$ cat config.mk
export PLATFORM = sky130hd
export DESIGN_NAME = nn_host_sequencer
export DESIGN_NICKNAME = d
export VERILOG_FILES = /design/src/rtl/nn_host_sequencer.sv
export SDC_FILE = /design/constraint.sdc
export NUM_CORES = 1
export LEC_CHECK = 0
export ABC_CLOCK_PERIOD_IN_PS = 4800
export BUFFER_PORTS_ARGS = -buffer_cell sky130_fd_sc_hd__buf_2
export CAP_MARGIN = 10
export CORE_MARGIN = 2
export CORE_UTILIZATION = 40
export CTS_CLUSTER_DIAMETER = 40
export DETAILED_ROUTE_END_ITERATION = 10
export PLACE_DENSITY = 0.6
export SKIP_CTS_REPAIR_TIMING = 1
export SLEW_MARGIN = 15
export SYNTH_ARGS = -nofsm -noshare
export SYNTH_HDL_FRONTEND = slang
export SYNTH_SLANG_ARGS = --single-unit
$ cat constraint.sdc
create_clock -name clk -period 4.8 [get_ports clk]
set_input_delay 0.72 -clock clk [delete_from_list [all_inputs] [get_ports clk]]
set_output_delay 0.72 -clock clk [all_outputs]
set_load 0.05 [all_outputs]
$ cat src/rtl/nn_host_sequencer.sv
// Host-side sequencer for one accelerator inference: load input layer with the
// core held in reset, run to finished (or timeout), then stream results out.
module nn_host_sequencer #(
  parameter int NEURON_DATA_BUS_WIDTH    = 8,
  parameter int NEURON_ADDRESS_BUS_WIDTH = 10,
  parameter int INPUT_WORD_COUNT         = 784,
  parameter int RUN_TIMEOUT_CYCLES       = 65535,
  parameter int CYCLE_COUNT_WIDTH        = 16
) (
  input  logic                                clk,
  input  logic                                reset,
  input  logic                                start,
  input  logic                                in_valid,
  input  logic [NEURON_DATA_BUS_WIDTH-1:0]    in_data,
  output logic                                in_ready,
  output logic                                out_valid,
  output logic [NEURON_DATA_BUS_WIDTH-1:0]    out_data,
  output logic                                out_last,
  input  logic                                out_ready,
  output logic                                busy,
  output logic                                done,
  output logic                                timeout_err,
  output logic [CYCLE_COUNT_WIDTH-1:0]        run_cycles,
  output logic                                accel_reset,
  input  logic                                accel_finished,
  input  logic [NEURON_ADDRESS_BUS_WIDTH-1:0] accel_result_base,
  input  logic [NEURON_ADDRESS_BUS_WIDTH-1:0] accel_result_count,
  output logic [NEURON_ADDRESS_BUS_WIDTH-1:0] ram_wr_adr,
  output logic [NEURON_DATA_BUS_WIDTH-1:0]    ram_wr_data,
  output logic                                ram_wr_en,
  output logic [NEURON_ADDRESS_BUS_WIDTH-1:0] ram_rd_adr,
  input  logic [NEURON_DATA_BUS_WIDTH-1:0]    ram_rd_data
);
  localparam int DW = NEURON_DATA_BUS_WIDTH;
  localparam int AW = NEURON_ADDRESS_BUS_WIDTH;
  localparam int CW = CYCLE_COUNT_WIDTH;
  localparam logic [AW-1:0] LAST_IDX = AW'(INPUT_WORD_COUNT - 1);
  localparam logic [CW-1:0] TIMEOUT  = CW'(RUN_TIMEOUT_CYCLES);
  localparam logic [CW-1:0] CYC_MAX  = '1;

  typedef enum logic [2:0] {
    S_IDLE, S_LOAD, S_RUN, S_RD_ISSUE, S_RD_WAIT, S_RD_PRESENT, S_DONE
  } state_t;

  state_t        state_q, state_d;
  logic [AW-1:0] load_idx_q, load_idx_d;
  logic [CW-1:0] cyc_q, cyc_d;
  logic [AW-1:0] base_q, base_d;
  logic [AW-1:0] count_q, count_d;
  logic [AW-1:0] rd_idx_q, rd_idx_d;
  logic [CW-1:0] run_cycles_q, run_cycles_d;
  logic          timeout_err_q, timeout_err_d;
  logic [DW-1:0] out_data_q, out_data_d;
  logic [AW-1:0] rd_adr_q, rd_adr_d;

  assign busy        = (state_q != S_IDLE);
  assign run_cycles  = run_cycles_q;
  assign timeout_err = timeout_err_q;
  assign out_data    = out_data_q;

  always_comb begin
    state_d       = state_q;
    load_idx_d    = load_idx_q;
    cyc_d         = cyc_q;
    base_d        = base_q;
    count_d       = count_q;
    rd_idx_d      = rd_idx_q;
    run_cycles_d  = run_cycles_q;
    timeout_err_d = timeout_err_q;
    out_data_d    = out_data_q;
    in_ready      = 1'b0;
    ram_wr_en     = 1'b0;
    ram_wr_adr    = '0;
    ram_wr_data   = '0;
    out_valid     = 1'b0;
    out_last      = 1'b0;
    done          = 1'b0;
    accel_reset   = 1'b1;
    ram_rd_adr    = rd_adr_q;
    case (state_q)
      S_IDLE: begin
        if (start) begin
          state_d       = S_LOAD;
          load_idx_d    = '0;
          timeout_err_d = 1'b0;
        end
      end
      S_LOAD: begin
        in_ready    = 1'b1;
        ram_wr_adr  = load_idx_q;
        ram_wr_data = in_data;
        ram_wr_en   = in_valid & in_ready;
        if (ram_wr_en) begin
          load_idx_d = load_idx_q + AW'(1);
          if (load_idx_q == LAST_IDX) begin
            state_d = S_RUN;
            cyc_d   = '0;
          end
        end
      end
      S_RUN: begin
        accel_reset = 1'b0;
        cyc_d = (cyc_q == CYC_MAX) ? cyc_q : cyc_q + CW'(1);
        // finished takes priority over a timeout landing on the same cycle
        if (accel_finished) begin
          base_d       = accel_result_base;
          count_d      = accel_result_count;
          run_cycles_d = cyc_q;
          rd_idx_d     = '0;
          state_d      = (accel_result_count == '0) ? S_DONE : S_RD_ISSUE;
        end else if (cyc_q >= TIMEOUT) begin
          timeout_err_d = 1'b1;
          run_cycles_d  = cyc_q;
          state_d       = S_IDLE;
        end
      end
      S_RD_ISSUE: begin
        accel_reset = 1'b0;
        ram_rd_adr  = base_q + rd_idx_q;
        state_d     = S_RD_WAIT;
      end
      S_RD_WAIT: begin
        accel_reset = 1'b0;
        out_data_d  = ram_rd_data;
        state_d     = S_RD_PRESENT;
      end
      S_RD_PRESENT: begin
        accel_reset = 1'b0;
        out_valid   = 1'b1;
        out_last    = (rd_idx_q == count_q - AW'(1));
        if (out_ready) begin
          rd_idx_d = rd_idx_q + AW'(1);
          state_d  = out_last ? S_DONE : S_RD_ISSUE;
        end
      end
      S_DONE: begin
        done    = 1'b1;
        state_d = S_IDLE;
      end
      default: state_d = S_IDLE;
    endcase
    rd_adr_d = ram_rd_adr;
  end

  always_ff @(posedge clk or posedge reset) begin
    if (reset) begin
      state_q       <= S_IDLE;
      load_idx_q    <= '0;
      cyc_q         <= '0;
      base_q        <= '0;
      count_q       <= '0;
      rd_idx_q      <= '0;
      run_cycles_q  <= '0;
      timeout_err_q <= 1'b0;
      out_data_q    <= '0;
      rd_adr_q      <= '0;
    end else begin
      state_q       <= state_d;
      load_idx_q    <= load_idx_d;
      cyc_q         <= cyc_d;
      base_q        <= base_d;
      count_q       <= count_d;
      rd_idx_q      <= rd_idx_d;
      run_cycles_q  <= run_cycles_d;
      timeout_err_q <= timeout_err_d;
      out_data_q    <= out_data_d;
      rd_adr_q      <= rd_adr_d;
    end
  end
endmodule

Word-level counts from Yosys, hierarchy flattened
Index checks and enable logic that the tools add are counted.
Widths: inputs -> output; s select.
{ "classes": {"eq_ne": 18, "reduce_logical": 16, "n_lt_le_gt_ge": 1, "muxes": 34, "add_sub_neg": 5} }
{ "ops": {"columns": ["operator", "n"], "rows": [
  ["$mux 16", 5],
  ["$mux 10", 6],
  ["$pmux 10 s2", 2],
  ["$pmux 16 s2", 1],
  ["$mux 3", 8],
  ["$add 10x1->10 const B", 2],
  ["$pmux 3 s6", 1],
  ["$add 16x1->16 const B", 1],
  ["$eq 16x16->1 const B", 1],
  ["$ge 16x16->1 const B", 1],
  ["$ne 2x2->1 const B", 8],
  ["$add 10x10->10", 1],
  ["$eq 10x10->1", 1],
  ["$eq 10x10->1 const B", 1],
  ["$logic_not 10->1", 1],
  ["$reduce_bool 2->1", 5],
  ["$sub 10x1->10 const B", 1],
  ["$eq 3x3->1 const B", 3],
  ["$mux 1", 9],
  ["$mux 8", 1],
  ["$reduce_and 4->1", 2],
  ["$eq 3x2->1 const B", 2],
  ["$reduce_and 3->1", 2],
  ["$reduce_and 5->1", 1],
  ["other kinds (7)", 8]
]} }
{ "totals": {"inputBits": 42, "reg_bits": 94, "out_inout_bits": 60, "wordCells": 84} }

Longest topological paths before layout
Gate-level depths: netlist of the first run.
{ "depth": {"depth_word": 5, "ltp_mapped": 8, "ltp_nobuf": 8} }

Least setup slack after synthesis of the first run
Ideal clock, no wire load.
{ "synth_path": {"kind": "reg2out", "startpoint": "register count_q[2]", "endpoint": "output out_last", "path_stages_with_launch": 6, "arrival_time_ns": 2.770, "required_ns": 4.080, "slack_ns": 1.310, "n_path_buf": 0, "cell_sequence": "dfrtp_1 > or3_4 > or4_4 > a2111oi_4 > nand4_2 > nor4b_2"} }
{ "synth_between": {"elab_chain_cells": 3} }
{ "synth_rtl": {"columns": ["element", "line", "source"], "rows": [
  ["start: declaration", "49", "logic [AW-1:0] count_q, count_d;"],
  ["start signal: assignment", "162", "count_q <= count_d;"],
  ["$sub 10x1->10", "130", "out_last = (rd_idx_q == count_q - AW'(1));"],
  ["$eq 10x10->1", "130", null],
  ["$mux 1", "80", "case (state_q)"],
  ["end: declaration", "18", "output logic out_last,"]
]} }
No other way between the ends.

Final worst setup path of the first run
{ "layout_path": {"startpoint": "register state_q[1]", "endpoint": "output ram_rd_adr[9]"} }
{ "layout_between": {"elab_chain_cells": 2} }
{ "layout_rtl": {"columns": ["element", "line", "source"], "rows": [
  ["start: declaration", "45", "state_t state_q, state_d;"],
  ["start signal: assignment", "158", "state_q <= state_d;"],
  ["$eq 3x2->1", "80", null],
  ["$mux 10", "80", null],
  ["end: declaration", "31", "output logic [NEURON_ADDRESS_BUS_WIDTH-1:0] ram_rd_adr,"]
]} }
No other way between the ends.

==> results of run 1 <==
==> power by group through the flow <==
stage | sequential, mW | clock, mW | combinational, mW
floorplan | 1.57 | 0 | 1.31
global placement | 1.32 | 0 | 1.97
detailed placement | 1.35 | 0 | 2.01
CTS | 1.33 | 0.704 | 2.02
global route | 1.38 | 0.747 | 2.17
finish | 1.33 | 0.685 | 2.01
==> registers in the layout (all words and copies together), names as in the netlist, 8 cells and up <==
register	count
rd_adr_q	10
out_data	8
load_idx_q	10
cyc_q	16
base_q	10
run_cycles	16
rd_idx_q	10
count_q	10
==> layer usage <==
metal / part of all wire (%) / up-vias
li1: - / 2135
met1: 49 / 2081
met2: 44 / 118
met3: 5.6 / 15
met4: 1.7 / 0
met5: 0 / -
==> how the worst min path moves through the flow <==
stage | from | end | slack [ps] | depth (start not counted)
after floorplan | base_q[0] | base_q[0] | 450 | 2
after global placement | rd_adr_q[4] | rd_adr_q[4] | 460 | 2
after detailed placement | rd_adr_q[5] | rd_adr_q[5] | 470 | 1
after CTS | rd_adr_q[5] | rd_adr_q[5] | 480 | 1
after global routing | rd_adr_q[5] | rd_adr_q[5] | 500 | 1
final | rd_adr_q[5] | rd_adr_q[5] | 480 | 1
==> through the flow <==
step | instance area [um^2] | utilization, % | cells | hold slack, ps | setup WS [ps]
6_report | 6170 | 48.69 | 813 | 479.7 | 1058
5_1_grt | 6170 | 48.69 | 813 | 502.3 | 829.6
4_1_cts | 6168 | 48.68 | 813 | 481.1 | 1063
3_5_place_dp | 5882 | 46.42 | 797 | 466.8 | 1444
3_3_place_gp | 5882 | 46.42 | 797 | 463.7 | 1545
2_1_floorplan | 5201 | - | 541 | 452.3 | 1310
==> critical path, cell delays in order (launching register included) <==
cell                      delay (ps)
sky130_fd_sc_hd__dfrtp_1         530
sky130_fd_sc_hd__nor2b_1         420
sky130_fd_sc_hd__nand2_1         530
sky130_fd_sc_hd__or4b_2          810
sky130_fd_sc_hd__nand3_1         120
sky130_fd_sc_hd__buf_2           270
==> cell type report <==
type	count	area (um^2)	area share (%)
multi-input cells	409	2718	44.05
inverters	18	70.07	1.136
clock buffers	12	266.5	4.320
well taps	172	215.2	3.488
repair buffers	104	528.0	8.558
clock inverters	4	20.02	0.3245
flip-flops and latches	94	2352	38.13
==> cell usage in the layout, fill, tap and decap left out, drive strengths merged, types with 3 or more instances in the layout <==
cell type / netlist / final
nor3: 9 / 9
nor2b: 4 / 4
nor4b: 5 / 5
xor2: 15 / 15
o311ai: 3 / 3
nand4: 6 / 6
dfrtp: 94 / 94
and3: 8 / 8
buf: 4 / 104
or3: 4 / 4
clkinv: 0 / 4
a31oi: 7 / 7
ha: 13 / 13
o31ai: 10 / 10
nand3: 20 / 20
nor3b: 7 / 7
and2: 21 / 21
nand4b: 5 / 5
a21o: 4 / 4
mux2: 27 / 27
a211o: 3 / 3
o211ai: 6 / 6
a21oi: 13 / 13
o21a: 3 / 3
xnor2: 14 / 14
inv: 18 / 18
and4: 3 / 3
nor2: 31 / 31
a211oi: 5 / 5
o21ai: 28 / 28
nand2: 85 / 85
clkbuf: 16 / 12
or4: 10 / 10
nor4: 4 / 4
nand2b: 6 / 6
==> cell families (layout without fill, tap and decap cells) <==
family                   count (synthesis)  count (layout)  share of synthesized area, %
adder cells (fa/ha/maj)                 14              14                         3.512
AO/OA/AOI/OAI                           98              98                         12.89
buffers and inverters                   38             138                         2.814
multiplexers                            29              29                         6.230
XOR/XNOR                                29              29                         4.883
flip-flops                              94              94                         45.22
AND/OR/NAND/NOR                        239             239                         24.44
==> metrics.txt, run 1 <==
# TYPE chip_impl_metric gauge
chip_impl_info{name="status",value="completed"} 1
chip_impl_metric{name="area_growth_syn_to_layout",unit="%"} 18.62
chip_impl_metric{name="cts-buffers-inserted",unit=""} 9
chip_impl_info{name="post_synth_main_area_contributors",value="sky130_fd_sc_hd__dfrtp_1, sky130_fd_sc_hd__nand2_1, sky130_fd_sc_hd__mux2_2"} 1
chip_impl_info{name="cp-start-kind",value="register"} 1
chip_impl_info{name="worstSetupPathType",value="register to output port"} 1
chip_impl_metric{name="grt_max_degree",unit=""} 59
chip_impl_metric{name="n_antenna_cell",unit=""} 0
chip_impl_metric{name="final_count_of_hold_timing_violations",unit=""} 0
chip_impl_metric{name="drt_drc_violations_left",unit=""} 0
chip_impl_metric{name="die_width",unit="um"} 118.0
chip_impl_metric{name="grtUsageTotal",unit="%"} 18.66
chip_impl_metric{name="clkLatencyLatePin",unit="ps"} 350
chip_impl_metric{name="postSynthAreaPerCell",unit="um^2"} 9.614
chip_impl_metric{name="design.die.area",unit="um^2"} 13930
chip_impl_metric{name="fill_cells",unit=""} 1222
chip_impl_info{name="synth_most_common_cell",value="sky130_fd_sc_hd__dfrtp_1"} 1
chip_impl_metric{name="number_of_instances_in_the_synthesized_netlist",unit=""} 541
chip_impl_metric{name="route.antenna.remaining_nets",unit=""} 0
chip_impl_metric{name="total_congestion_overflow",unit=""} 0
chip_impl_metric{name="p_sw_share",unit="%"} 48.14
chip_impl_metric{name="rows",unit=""} 41
chip_impl_metric{name="synthDistinctLibCells",unit=""} 64
chip_impl_metric{name="leakage_power",unit="nW"} 2.878
chip_impl_metric{name="period_needed",unit="ps"} 3742
chip_impl_metric{name="final.setup.tns",unit="ps"} 0
chip_impl_metric{name="report.final.setup_viol",unit=""} 0
chip_impl_info{name="root_buffer",value="sky130_fd_sc_hd__clkbuf_16"} 1
chip_impl_metric{name="netlist_area",unit="um^2"} 5201
chip_impl_metric{name="timing.max_cap.violations",unit=""} 0
chip_impl_metric{name="crit_fanout",unit=""} 26
chip_impl_metric{name="comb_power_share",unit="%"} 49.9
chip_impl_metric{name="clk_pin_slew",unit="ps"} 60
chip_impl_metric{name="synth_largest_type_area_fraction",unit="%"} 45.22
chip_impl_metric{name="max_slew.worst_pin.slew",unit="ps"} 934.4
chip_impl_metric{name="min_period_over_period",unit="%"} 77.96
chip_impl_info{name="crit_end",value="ram_rd_adr[9]"} 1
chip_impl_metric{name="asyncSetResetFlopFracSynth",unit="%"} 100.0
chip_impl_metric{name="max-clock-path-buffers",unit=""} 2
chip_impl_metric{name="synth-edff-count",unit=""} 0
chip_impl_metric{name="post_route_cells_drive_above_1_share",unit="%"} 25.27
chip_impl_info{name="flip_flop_cell_with_the_highest_count_after_synthesis",value="sky130_fd_sc_hd__dfrtp_1"} 1
chip_impl_metric{name="detail_route.vias_per_cell",unit=""} 5.349
chip_impl_metric{name="powerDensity",unit="nW/um^2"} 652.2
chip_impl_metric{name="routedWlPerCell",unit="um"} 15.35
chip_impl_metric{name="design.core.area",unit="um^2"} 12670
chip_impl_info{name="worst_r2r_endpoint",value="cyc_q[7]"} 1
chip_impl_metric{name="timing_max_transition_violations_final",unit=""} 0
chip_impl_metric{name="fmaxAchievable",unit="MHz"} 267.2
chip_impl_metric{name="grt_first_pass_wirelength",unit="mm"} 21.19
chip_impl_info{name="global_routing_s_busiest_layer",value="met2"} 1
chip_impl_metric{name="max-vdd-ir-drop",unit="mV"} 0.3867
chip_impl_metric{name="met2_usage",unit="%"} 28.52
chip_impl_metric{name="power_switching",unit="mW"} 1.937
chip_impl_metric{name="power.share.clock",unit="%"} 17.0
chip_impl_info{name="cts_tree",value="yes"} 1
chip_impl_metric{name="grt_pass1_vias",unit=""} 4313
chip_impl_metric{name="critPathArrivalTime",unit="ps"} 3020
chip_impl_metric{name="ctsHtreeMaxLevel",unit=""} 3
chip_impl_metric{name="syn_nets",unit=""} 597
chip_impl_metric{name="cellInternalPower",unit="mW"} 2.087
chip_impl_metric{name="ff2ff_setup_slack",unit="ps"} 2170
chip_impl_metric{name="wp_data_required",unit="ps"} 4080
chip_impl_metric{name="worst_r2r_path_depth",unit=""} 6
chip_impl_metric{name="postSynthRegisterBits",unit=""} 94
chip_impl_metric{name="grt_antenna_before_repair",unit=""} 0
chip_impl_metric{name="drt_first_pass_iters",unit=""} 4
chip_impl_metric{name="yosysSeqAreaShare",unit="%"} 45.22
chip_impl_metric{name="power.sequential.fraction",unit="%"} 33.0
chip_impl_info{name="synth_commonest_cells",value="sky130_fd_sc_hd__dfrtp_1, sky130_fd_sc_hd__nand2_1, sky130_fd_sc_hd__nor2_1"} 1
chip_impl_metric{name="floorplan.die.height",unit="um"} 118.0
chip_impl_metric{name="portBuffers",unit=""} 101
chip_impl_metric{name="wl",unit="mm"} 12.48
chip_impl_info{name="worstHoldPathType",value="register to register"} 1
chip_impl_metric{name="worst_rel_slew_slack",unit="%"} 37.71
chip_impl_metric{name="final_wtd_congestion",unit=""} 0.8944
chip_impl_metric{name="initial_utilization",unit="%"} 41.05
chip_impl_metric{name="ios",unit=""} 102
chip_impl_metric{name="grt_util_met1",unit="%"} 25.88
chip_impl_info{name="synth.largest_area_cell",value="sky130_fd_sc_hd__dfrtp_1"} 1
chip_impl_metric{name="detailed_place_hpwl",unit="mm"} 9.269
chip_impl_info{name="regToRegStartpoint",value="state_q[2]"} 1
chip_impl_metric{name="met3_usage",unit="%"} 4.748
chip_impl_metric{name="power.total",unit="mW"} 4.024
chip_impl_info{name="critPathLaunch",value="state_q[1]"} 1
chip_impl_metric{name="detail_route.iter0.violations",unit=""} 284
chip_impl_metric{name="clk_sinks",unit=""} 94
chip_impl_metric{name="nets",unit=""} 692
chip_impl_metric{name="ys.warnings.count",unit=""} 0
chip_impl_info{name="rsz0062_at_grt",value="no"} 1
chip_impl_metric{name="detailroute.via_count",unit=""} 4349
chip_impl_info{name="crit_path_end_kind",value="output port"} 1
chip_impl_metric{name="clock_skew",unit="ps"} 7.734
Power figures use the tool's default switching activity.
==> run 2, diff against run 1 <==
Settings changed: ABC_CLOCK_PERIOD_IN_PS 4800 to 3200, PLACE_DENSITY 0.6 to 0.62.
Clock period 4.8 ns to 3.2 ns, I/O delays scaled along.
==> metrics.txt, run 2 (synthesis results as in run 1) <==
# TYPE chip_impl_metric gauge
chip_impl_metric{name="clkLatencyLatePin",unit="ps"} 360
chip_impl_info{name="crit_chain",value="or3_4 > or4_4 > a2111oi_4 > nand4_2 > nor4b_4 > buf_6"} 1
chip_impl_metric{name="detailed_place_hpwl",unit="mm"} 9.247
chip_impl_metric{name="crit_fanout",unit=""} 4
chip_impl_metric{name="fmaxAchievable",unit="MHz"} 314.3
chip_impl_info{name="layout_common_cells",value="sky130_fd_sc_hd__buf_2, sky130_fd_sc_hd__dfrtp_1, sky130_fd_sc_hd__nand2_1"} 1
chip_impl_metric{name="rows",unit=""} 41
chip_impl_info{name="worst_r2r_endpoint",value="cyc_q[13]"} 1
chip_impl_metric{name="drt_first_pass_iters",unit=""} 5
chip_impl_metric{name="total_congestion_overflow",unit=""} 0
chip_impl_metric{name="crit_cells",unit=""} 6
chip_impl_metric{name="design.core.area",unit="um^2"} 12670
chip_impl_metric{name="die_width",unit="um"} 118.0
chip_impl_info{name="critPathLaunch",value="count_q[2]"} 1
chip_impl_info{name="cell_family_with_the_largest_share_of_critical_path_delay",value="simple AND/OR/NAND/NOR gates"} 1
chip_impl_metric{name="share_of_the_core_filled_with_cells",unit="%"} 50.27
chip_impl_metric{name="max-vdd-ir-drop",unit="mV"} 0.5759
chip_impl_metric{name="detail_route.iter0.violations",unit=""} 244
chip_impl_metric{name="period_needed",unit="ps"} 3181
chip_impl_info{name="root_buffer",value="sky130_fd_sc_hd__clkbuf_16"} 1
chip_impl_metric{name="power.total",unit="mW"} 6.351
chip_impl_metric{name="initial_utilization",unit="%"} 41.05
chip_impl_metric{name="final_count_of_hold_timing_violations",unit=""} 0
chip_impl_metric{name="final.setup.tns",unit="ps"} 0
chip_impl_metric{name="area_growth_syn_to_layout",unit="%"} 22.47
chip_impl_metric{name="ctsHtreeMaxLevel",unit=""} 3
chip_impl_metric{name="met2_usage",unit="%"} 27.62
chip_impl_metric{name="wl",unit="mm"} 12.57
chip_impl_metric{name="cp_num_buf_inv",unit=""} 1
chip_impl_info{name="final_common_cell",value="sky130_fd_sc_hd__buf_2"} 1
chip_impl_metric{name="grt_util_met1",unit="%"} 25.37
chip_impl_metric{name="ff2ff_setup_slack",unit="ps"} 670
chip_impl_metric{name="worst_r2r_path_depth",unit=""} 7
chip_impl_metric{name="max-clock-path-buffers",unit=""} 2
chip_impl_metric{name="detail_route.vias_per_cell",unit=""} 5.385
chip_impl_metric{name="nets",unit=""} 706
chip_impl_metric{name="timing_max_transition_violations_final",unit=""} 0
chip_impl_metric{name="grt_max_degree",unit=""} 49
chip_impl_metric{name="post_layout_nonfiller_instances",unit=""} 825
chip_impl_metric{name="worst_rel_slew_slack",unit="%"} 38.51
chip_impl_info{name="cp-start-kind",value="register"} 1
chip_impl_info{name="cpMaxStageDelayCell",value="sky130_fd_sc_hd__or4_4"} 1
chip_impl_metric{name="timing.max_cap.violations",unit=""} 0
chip_impl_metric{name="route.antenna.remaining_nets",unit=""} 0
chip_impl_info{name="regToRegStartpoint",value="state_q[2]"} 1
chip_impl_metric{name="min_period_over_period",unit="%"} 99.42
chip_impl_metric{name="post-route-cell-area",unit="um^2"} 6370
chip_impl_metric{name="fill_cells",unit=""} 1180
chip_impl_info{name="status",value="completed"} 1
chip_impl_metric{name="grt_first_pass_wirelength",unit="mm"} 20.95
chip_impl_metric{name="leakage_power",unit="nW"} 2.949
chip_impl_metric{name="ios",unit=""} 102
chip_impl_metric{name="wp_data_required",unit="ps"} 2720
chip_impl_info{name="worstSetupPathType",value="register to output port"} 1
chip_impl_metric{name="whs",unit="ps"} 247.2
chip_impl_metric{name="powerDensity",unit="nW/um^2"} 997.1
chip_impl_metric{name="final_critical_path_setup_slack",unit="ps"} 18.62
chip_impl_metric{name="detailroute.via_count",unit=""} 4443
chip_impl_metric{name="cts-buffers-inserted",unit=""} 9
chip_impl_metric{name="timing.critical_path.slowest_cell_delay",unit="ps"} 500
chip_impl_metric{name="portBuffers",unit=""} 101
chip_impl_metric{name="clk_pin_slew",unit="ps"} 60
chip_impl_metric{name="met3_usage",unit="%"} 5.959
chip_impl_info{name="crit_end",value="out_last"} 1
chip_impl_metric{name="grt_pass1_vias",unit=""} 4260
chip_impl_metric{name="routedWlPerCell",unit="um"} 15.23
chip_impl_info{name="global_routing_s_busiest_layer",value="met2"} 1
chip_impl_metric{name="grt_antenna_before_repair",unit=""} 0
chip_impl_info{name="crit_path_end_kind",value="output port"} 1
chip_impl_metric{name="placed_cells",unit=""} 804
chip_impl_metric{name="post-place-ws",unit="ps"} 216.0
chip_impl_metric{name="clock_skew",unit="ps"} 11.67
chip_impl_metric{name="post_route_cells_drive_above_1_share",unit="%"} 28.48
chip_impl_metric{name="n_antenna_cell",unit=""} 0
chip_impl_info{name="worstHoldPathType",value="primary input to async pin"} 1
chip_impl_metric{name="final_wtd_congestion",unit=""} 0.8200
chip_impl_metric{name="drt_drc_violations_left",unit=""} 0
chip_impl_info{name="cts_tree",value="yes"} 1
chip_impl_metric{name="floorplan.die.height",unit="um"} 118.0
chip_impl_info{name="rsz0062_at_grt",value="yes"} 1
chip_impl_metric{name="placed_cell_area",unit="um^2"} 5956
chip_impl_metric{name="grtUsageTotal",unit="%"} 18.55
chip_impl_metric{name="critPathArrivalTime",unit="ps"} 2700
chip_impl_metric{name="design.die.area",unit="um^2"} 13930
chip_impl_metric{name="report.final.setup_viol",unit=""} 0
chip_impl_metric{name="max_slew.worst_pin.slew",unit="ps"} 922.4
chip_impl_metric{name="clk_sinks",unit=""} 94
run 2: changes by cell type in the layout (fill, tap and decap cells not counted), moves of 2 or more:
cell,before,now
sky130_fd_sc_hd__buf_2,101,97
sky130_fd_sc_hd__buf_4,3,18
sky130_fd_sc_hd__buf_6,0,2
sky130_fd_sc_hd__bufinv_16,0,2
sky130_fd_sc_hd__clkbuf_8,3,1
sky130_fd_sc_hd__clkinv_2,4,2
sky130_fd_sc_hd__dfrtp_1,94,88
sky130_fd_sc_hd__dfrtp_2,0,6
sky130_fd_sc_hd__inv_1,17,15
sky130_fd_sc_hd__inv_2,0,2
sky130_fd_sc_hd__o21ai_0,27,25
run 2: how the worst min path moves through the flow:
| stage | to | cells after the start |
|---|---|---|
| after floorplan | base_q[0] | 2 |
| after global placement | rd_adr_q[5] | 1 |
| after detailed placement | base_q[6] | 2 |
| final | run_cycles[12] | 2 |
| after global routing | run_cycles[12] | 2 |
| after CTS | cyc_q[15] | 2 |
run 2: layout make-up:
cell class	count	area [um^2]	area share [%]
Clock inverter	4	72.57	1.139
Multi-Input combinational cell	409	2751	43.19
Tap cell	172	215.2	3.379
Sequential cell	94	2360	37.05
Timing Repair Buffer	118	663.1	10.41
Clock buffer	10	239.0	3.752
Inverter	18	68.82	1.080
run 2: routing by layer:
layer,up-vias,part of all wire [%]
li1,2165,-
met4,0,2.2
met5,-,0
met2,164,43
met1,2093,48
met3,21,6.7
run 2: worst register-to-register path: cells and delay by family, from the launching register on:
family	cells	cell delay (ps)
flip-flops	1	380
AND/OR/NAND/NOR	3	850
AO/OA/AOI/OAI	2	580
buffers and inverters	2	620
run 2: where the power goes:
group,switching (mW),internal (mW)
combinational,2.19,1.09
clock,0.447,0.695
sequential,0.327,1.60
total,2.97,3.39
==> run 3, diff against run 2 <==
Settings changed: BUFFER_PORTS_ARGS -buffer_cell sky130_fd_sc_hd__buf_2 to -buffer_cell sky130_fd_sc_hd__clkbuf_2.
==> metrics.txt, run 3 (synthesis results as in run 1) <==
# TYPE chip_impl_metric gauge
chip_impl_info{name="status",value="completed"} 1
chip_impl_info{name="cts_tree",value="yes"} 1
chip_impl_metric{name="max_slew.worst_pin.slew",unit="ps"} 720.6
chip_impl_metric{name="cts-buffers-inserted",unit=""} 9
chip_impl_metric{name="grtUsageTotal",unit="%"} 18.47
chip_impl_metric{name="detailed_place_hpwl",unit="mm"} 9.127
chip_impl_metric{name="rows",unit=""} 41
chip_impl_metric{name="worst_r2r_path_depth",unit=""} 7
chip_impl_metric{name="worst_rel_slew_slack",unit="%"} 51.96
chip_impl_metric{name="timing.critical_path.slowest_cell_delay",unit="ps"} 500
chip_impl_metric{name="placed_cells",unit=""} 805
chip_impl_metric{name="detail_route.vias_per_cell",unit=""} 5.307
chip_impl_metric{name="post_route_cells_drive_above_1_share",unit="%"} 28.07
chip_impl_metric{name="portBuffers",unit=""} 101
chip_impl_metric{name="cp_num_buf_inv",unit=""} 1
chip_impl_metric{name="wp_data_required",unit="ps"} 2720
chip_impl_metric{name="min_period_over_period",unit="%"} 99.83
chip_impl_metric{name="grt_antenna_before_repair",unit=""} 0
chip_impl_metric{name="design.core.area",unit="um^2"} 12670
chip_impl_metric{name="detail_route.iter0.violations",unit=""} 195
chip_impl_metric{name="crit_cells",unit=""} 6
chip_impl_metric{name="clk_pin_slew",unit="ps"} 70
chip_impl_metric{name="post-route-cell-area",unit="um^2"} 6309
chip_impl_info{name="cpMaxStageDelayCell",value="sky130_fd_sc_hd__or4_4"} 1
chip_impl_metric{name="crit_fanout",unit=""} 4
chip_impl_metric{name="design.die.area",unit="um^2"} 13930
chip_impl_info{name="rsz0062_at_grt",value="yes"} 1
chip_impl_metric{name="leakage_power",unit="nW"} 2.912
chip_impl_metric{name="final_wtd_congestion",unit=""} 0.8488
chip_impl_metric{name="die_width",unit="um"} 118.0
chip_impl_metric{name="ctsHtreeMaxLevel",unit=""} 3
chip_impl_metric{name="detailroute.via_count",unit=""} 4373
chip_impl_info{name="crit_chain",value="or3_4 > or4_4 > a2111oi_4 > nand4_2 > nor4b_4 > buf_6"} 1
chip_impl_metric{name="route.antenna.remaining_nets",unit=""} 0
chip_impl_metric{name="power.total",unit="mW"} 6.134
chip_impl_metric{name="drt_first_pass_iters",unit=""} 4
chip_impl_metric{name="share_of_the_core_filled_with_cells",unit="%"} 49.79
chip_impl_metric{name="fmaxAchievable",unit="MHz"} 313.0
chip_impl_metric{name="total_congestion_overflow",unit=""} 0
chip_impl_metric{name="clock_skew",unit="ps"} 8.688
chip_impl_metric{name="timing_max_transition_violations_final",unit=""} 0
chip_impl_metric{name="max-clock-path-buffers",unit=""} 2
chip_impl_metric{name="grt_first_pass_wirelength",unit="mm"} 20.93
chip_impl_metric{name="grt_pass1_vias",unit=""} 4298
chip_impl_info{name="worstSetupPathType",value="register to output port"} 1
chip_impl_info{name="cell_family_with_the_largest_share_of_critical_path_delay",value="simple AND/OR/NAND/NOR gates"} 1
chip_impl_metric{name="initial_utilization",unit="%"} 41.05
chip_impl_metric{name="timing.max_cap.violations",unit=""} 0
chip_impl_info{name="final_common_cell",value="sky130_fd_sc_hd__clkbuf_2"} 1
chip_impl_metric{name="post_layout_nonfiller_instances",unit=""} 824
chip_impl_metric{name="critPathArrivalTime",unit="ps"} 2710
chip_impl_info{name="layout_common_cells",value="sky130_fd_sc_hd__clkbuf_2, sky130_fd_sc_hd__dfrtp_1, sky130_fd_sc_hd__nand2_1"} 1
chip_impl_metric{name="period_needed",unit="ps"} 3194
chip_impl_metric{name="area_growth_syn_to_layout",unit="%"} 21.29
chip_impl_info{name="root_buffer",value="sky130_fd_sc_hd__clkbuf_16"} 1
chip_impl_metric{name="final_count_of_hold_timing_violations",unit=""} 0
chip_impl_metric{name="max-vdd-ir-drop",unit="mV"} 0.5634
chip_impl_metric{name="report.final.setup_viol",unit=""} 0
chip_impl_info{name="worstHoldPathType",value="primary input to async pin"} 1
chip_impl_metric{name="routedWlPerCell",unit="um"} 14.91
chip_impl_metric{name="clk_sinks",unit=""} 94
chip_impl_metric{name="floorplan.die.height",unit="um"} 118.0
chip_impl_metric{name="placed_cell_area",unit="um^2"} 5963
chip_impl_metric{name="wl",unit="mm"} 12.29
chip_impl_metric{name="ios",unit=""} 102
chip_impl_metric{name="drt_drc_violations_left",unit=""} 0
chip_impl_metric{name="clkLatencyLatePin",unit="ps"} 350
chip_impl_info{name="crit_path_end_kind",value="output port"} 1
chip_impl_info{name="cp-start-kind",value="register"} 1
chip_impl_metric{name="powerDensity",unit="nW/um^2"} 972.3
chip_impl_metric{name="n_antenna_cell",unit=""} 0
chip_impl_metric{name="grt_max_degree",unit=""} 55
chip_impl_metric{name="nets",unit=""} 703
run 3: final timing paths:
kind                                      start             end  slack, ps
hold / removal                            reset  run_cycles[14]        200
setup reg to reg                     state_q[2]       cyc_q[13]        670
hold reg to reg                     rd_adr_q[5]     rd_adr_q[5]        480
max in group asynchronous                 reset      count_q[0]       2270
min in group clk           accel_result_base[0]       base_q[0]        330
setup / recovery                     count_q[3]        out_last          6
run 3: layer usage:
metal	share of wire [%]	vias up	routed length, um	GRT usage, %
met3	6.4	13	781	5.814
met5	0	-	0	0
met4	1.5	0	189	5.723
met2	44	142	5398	28.42
li1	-	2151	-	-
met1	48	2067	5919	24.88
run 3: final cells by class:
type | count | area, um^2
well taps | 172 | 215.2
multi-input cells | 409 | 2751
inverters | 18 | 68.82
repair buffers | 115 | 636.9
clock inverters | 5 | 35.03
fillers | 1214 | 6362
flip-flops and latches | 94 | 2359
clock buffers | 11 | 242.7
run 3: through the flow:
stage / hold WS (ps) / setup TNS [ps] / worst slack, ps
final: 202.2 / 0 / 5.571
after CTS: 228.5 / -334.5 / -179.5
after global routing: 259.5 / -85.97 / -85.97
after global placement: 459.2 / 0 / 255.6
after floorplan: 452.3 / 0 / 166.2
after detailed placement: 469.5 / 0 / 208.8
run 3: power breakdown:
| part | total [mW] | switching (mW) | internal, mW | leakage [nW] |
|---|---|---|---|---|
| sequential | 1.95 | 0.347 | 1.60 | 1.15 |
| combinational | 3.19 | 2.15 | 1.04 | 1.62 |
| clock | 0.997 | 0.449 | 0.548 | 0.135 |
| total | 6.13 | 2.94 | 3.19 | 2.91 |
